===== src/rtl/cellram_arbiter.sv =====
// cellram_arbiter: round-robin CPU/audio sharing of one asynchronous CellRAM port with
// programmable-wait strobe sequencing and one-cycle completion pulses.
module cellram_arbiter #(
  parameter int ADDR_W   = 23,
  parameter int DATA_W   = 16,
  parameter int WAIT_CYC = 7
) (
  input  logic              clk,
  input  logic              reset,
  input  logic              cpu_req,
  input  logic              cpu_we,
  input  logic [ADDR_W-1:0] cpu_addr,
  input  logic [DATA_W-1:0] cpu_wdata,
  output logic [DATA_W-1:0] cpu_rdata,
  output logic              cpu_ready,
  input  logic              aud_req,
  input  logic [ADDR_W-1:0] aud_addr,
  output logic [DATA_W-1:0] aud_rdata,
  output logic              aud_ack,
  output logic [ADDR_W-1:0] mem_addr,
  output logic [DATA_W-1:0] mem_dq_out,
  input  logic [DATA_W-1:0] mem_dq_in,
  output logic              mem_dq_oe,
  output logic              mem_ce_n,
  output logic              mem_oe_n,
  output logic              mem_we_n,
  output logic              busy
);
  typedef enum logic [2:0] {IDLE, SETUP, ACCESS, DONE, RECOVER} state_t;
  localparam logic [3:0] CNT_MAX = 4'(WAIT_CYC - 1);
  state_t state, state_nx;
  logic last_aud, gnt_aud, we_l, grant_aud, any_req, acc_end;
  logic [3:0] cnt;
  always_comb begin
    any_req   = cpu_req || aud_req;
    grant_aud = aud_req && (!cpu_req || !last_aud);
    acc_end   = state == ACCESS && cnt == CNT_MAX;
    state_nx  = state == IDLE   ? (any_req ? SETUP : IDLE) :
                state == SETUP  ? ACCESS :
                state == ACCESS ? (acc_end ? DONE : ACCESS) :
                state == DONE   ? RECOVER : IDLE;
  end
  always_ff @(posedge clk) begin
    if (reset) begin
      state      <= IDLE;
      last_aud   <= 1'b0;
      gnt_aud    <= 1'b0;
      we_l       <= 1'b0;
      cnt        <= '0;
      mem_addr   <= '0;
      mem_dq_out <= '0;
      cpu_rdata  <= '0;
      aud_rdata  <= '0;
    end else begin
      state <= state_nx;
      cnt   <= (state == ACCESS && !acc_end) ? cnt + 4'd1 : 4'd0;
      if (state == IDLE && any_req) begin
        gnt_aud  <= grant_aud;
        last_aud <= grant_aud;
        we_l     <= !grant_aud && cpu_we;
        mem_addr <= grant_aud ? aud_addr : cpu_addr;
        if (!grant_aud) mem_dq_out <= cpu_wdata;
      end
      if (acc_end && !we_l && gnt_aud) aud_rdata <= mem_dq_in;
      if (acc_end && !we_l && !gnt_aud) cpu_rdata <= mem_dq_in;
    end
  end
  // Strobes decode from registered state only; no req-to-pin path.
  assign mem_ce_n  = !(state == SETUP || state == ACCESS);
  assign mem_oe_n  = !(state == ACCESS && !we_l);
  assign mem_we_n  = !(state == ACCESS && we_l);
  assign mem_dq_oe = we_l && (state == SETUP || state == ACCESS || state == DONE);
  assign cpu_ready = state == DONE && !gnt_aud;
  assign aud_ack   = state == DONE && gnt_aud;
  assign busy      = state != IDLE;
endmodule

===== config.mk =====
export PLATFORM = sky130hd
export DESIGN_NAME = cellram_arbiter
export DESIGN_NICKNAME = d
export VERILOG_FILES = /design/src/rtl/cellram_arbiter.sv
export SDC_FILE = /design/constraint.sdc
export NUM_CORES = 1
export LEC_CHECK = 0
export CAP_MARGIN = 30
export CORE_MARGIN = 10
export CORE_UTILIZATION = 30
export DETAILED_ROUTE_END_ITERATION = 8
export HOLD_SLACK_MARGIN = 0.1
export PLACE_DENSITY_LB_ADDON = 0.15
export SYNTH_ARGS = -nofsm -noshare
export SYNTH_HDL_FRONTEND = slang
export SYNTH_SLANG_ARGS = --single-unit

===== constraint.sdc =====
create_clock -name clk -period 2.7 [get_ports clk]
set_input_delay 0.405 -clock clk [delete_from_list [all_inputs] [get_ports clk]]
set_output_delay 0.405 -clock clk [all_outputs]
set_load 0.01 [all_outputs]

==> results.md <==
* Clock net sink count at 80
* GP Congestion at between 0.7 and 0.8
* Area grow syn2layout at 57.7%
* Total gr overflow at 0
* Antenna Nets Post-Route at 0
* Top area cells in the synthesized netlist: dfxtp_1, o31ai_1, a221o_1, nand4_1, a21oi_1
* Post-CTS Setup Bufs at 0
* Synthesized area per cell at ~9.5 µm²
* Post-Syn Area at between 3000 and 4000 µm²
* RR Startpoint: state[2]$_SDFF_PP0_
* Status: finished, final reports clean
* Yosys warning count at 0
* Initial Util at between 30 and 40%
* H-tree depth at 3
* Post-synthesis xor/xnor area fraction at 0.770%
* Maximum clock path buffer count at 2
* Register area share after synthesis at 46.9%
* Synth top cells by count: dfxtp_1, a21oi_1, nand4_1, o31ai_1, and3_1
* Final hold vios at 0
* Height of the die at roughly 130 µm
* Worst Path Required at about 2300 ps
* Overall global routing resource usage at between 10% and 20%
* Core ar. at between 10000 and 15000 µm²
* Max VDD drop at 0.000351 V
* CTS tree: yes
* Top-level port count at roughly 160
* Syn Inst Count at 360
* Largest net degree at the start of global routing at 35
* Die extent in x at ~130 µm
* Final-report setup violation count at 0
* Port Buffers at 160
* Clock Pin Slew Worst Setup and Hold Paths at 60 ps
* Cell accounting for the most synthesized area: dfxtp_1
* Crit path from: state[0]$_SDFF_PP0_
* Top-count cell post-synth: dfxtp_1
* Post-Syn Nets at 445
* CTS Buf Count at 9
* Final clock skew at 9.47 ps
* Via count at 3405
* Arrival time at the worst endpoint at just under 2000 ps
* Tmin final at approximately 2300 ps
* Top cell type's share of synthesized area at 46.9%
* Worst skew pair latency at approximately 340 ps
* DR WL/cell at approximately 19 µm
* Crit end category: output port
* Max FO, Critical Path at 8
* Leak Pwr at slightly below 2 nW
* Global-route wire length before repair at roughly 19000 µm
* Initial antenna violation count at 0
* Via/cell ratio at approximately 5.3
* Final core occ at 49.0%
* Async S/R FF share, synth at 0%
* DPL Wire Length at about 8800 µm
* DR pass1 iterations at 5
* Root buf cell: clkbuf_16
* FMAX at between 400 and 500 MHz
* Sum Neg Setup Slack at 0 ps
* EDFF count, synth at 0
* Max_cap viols at 0
* Type of origin of the critical path: register
* Slew @ Worst Pin at approximately 970 ps
* FF-to-FF End: mem_addr[11]$_SDFFE_PP0P_
* Multiplexer area fraction after synthesis at 0%
* Simple-gate share of the synthesized area at 15.6%
* DRC at 0
* Synth unique cells at 30
* PwrDens at a little over 600 nW/µm²
* Worst reg2reg setup slack at approximately 800 ps
* Violation count after the first detailed-route iteration at about 260
* Count of pins over their slew limit at 0
* Post-synthesis compound-gate area fraction at 27.7%
* Share of cells above drive strength 1 at 10.2%
* Rows at 38
* Primary FF master, synth: dfxtp_1
* Crit share post-route at between 80% and 90%
* Worst-case reg-to-reg path depth at 3
* CTS Hold Bufs at 0
* RSZ-0062 raised after global routing: false
* Number of synthesized register bits at 80
* CP Class: reg -> out
* Adder-Cell Fraction of Synth Area at less than 1%
* Rel. slew slack at approximately a third
* Final net count at between 500 and 600
* Main combinational cell family by area after synthesis: compound AO/OA/AOI/OAI gates
* Hold Crit Class: reg -> reg
* Number of diodes at 0
* Die footprint at 16000 µm²
* Cts repair resizes at 0
* CP endpoint: aud_ack
* Total Routed Length at about 12000 µm
* Number of global-route vias before repair at ~3400
where the power goes:
part	internal [mW]	total, mW	leakage, nW	switching, mW
clock network	0.736	1.22	0.148	0.483
registers	1.26	1.32	0.651	0.0625
logic	0.364	0.718	1.14	0.353
total	2.36	3.26	1.94	0.899
cells by family (layout without fill, tap and decap cells):
group | after synthesis | in the layout
flip-flops | 80 | 80
adder cells (fa/ha/maj) | 2 | 2
buffers and inverters | 68 | 209
AND/OR/NAND/NOR | 83 | 83
XOR/XNOR | 3 | 3
AO/OA/AOI/OAI | 124 | 124
layout make-up:
class	instances	area, µm²
Timing Repair Buffer	173	1690
Tap cell	140	175
Sequential cell	80	1600
Clock buffer	10	239
Inverter	21	78.8
Fill cell	1061	5600
Multi-Input combinational cell	212	1540
Clock inverter	5	57.6
metrics by stage:
| step | power (mW) | hold WS, ps | instances | worst slack (ps) | area [µm²] |
|---|---|---|---|---|---|
| after detailed placement | 2.07 | 450 | 626 | 573 | 5080 |
| after floorplan | 1.69 | 430 | 360 | 1170 | 3410 |
| after global routing | 3.39 | 498 | 641 | 233 | 5380 |
| final | 3.26 | 456 | 641 | 367 | 5380 |
| after CTS | 3.30 | 464 | 641 | 389 | 5380 |
| after global placement | 2.06 | 442 | 626 | 642 | 5080 |
worst min-delay path by stage:
stage / startpoint / to / slack, ps / depth (start not counted)
finish: cnt[0]$_SDFF_PP0_ / cnt[0]$_SDFF_PP0_ / 460 / 1
global route: cpu_rdata[6]$_SDFFE_PP0P_ / cpu_rdata[6]$_SDFFE_PP0P_ / 500 / 2
CTS: cnt[0]$_SDFF_PP0_ / cnt[0]$_SDFF_PP0_ / 460 / 1
detailed placement: cnt[0]$_SDFF_PP0_ / cnt[0]$_SDFF_PP0_ / 450 / 1
global placement: cnt[0]$_SDFF_PP0_ / cnt[0]$_SDFF_PP0_ / 440 / 1
floorplan: cnt[0]$_SDFF_PP0_ / cnt[0]$_SDFF_PP0_ / 430 / 1
layer usage:
metal	global-route usage, %	part of all wire [%]	vias to the layer above
met3	5.37	6.9	9
met4	4.62	1.0	0
met2	22.9	48	109
li1	-	-	1662
met5	0	0	-
met1	18.0	44	1625
registers in the layout, indices dropped and copies added (netlist names):
register	flops
mem_dq_out	16
mem_addr	23
cpu_rdata	16
state	3
aud_rdata	16
cnt	4
gnt_aud	1
we_l	1
worst max-delay path: stages (launching register included):
cell and delay, ps:
dfxtp_1 590, nand3b_1 190, nor2_1 220, clkdlybuf4s50_1 580
layout by cell type (no fill, tap or decap), types with 2 or more instances in the layout:
| master | instances |
|---|---|
| and3_1 | 25 |
| nor2_1 | 11 |
| clkinv_4 | 2 |
| nand4_1 | 32 |
| a221o_1 | 23 |
| clkdlybuf4s50_1 | 159 |
| nor3b_1 | 2 |
| buf_4 | 13 |
| xor2_1 | 2 |
| nand3_1 | 2 |
| nand3b_1 | 2 |
| nor4b_4 | 2 |
| o31ai_1 | 32 |
| dfxtp_1 | 80 |
| nand2b_1 | 2 |
| a21oi_1 | 33 |
| ha_1 | 2 |
| inv_1 | 19 |
| a31o_2 | 16 |
| clkbuf_16 | 9 |
| clkinv_2 | 2 |
| a311oi_1 | 17 |
(Power assumes the default switching activity.)
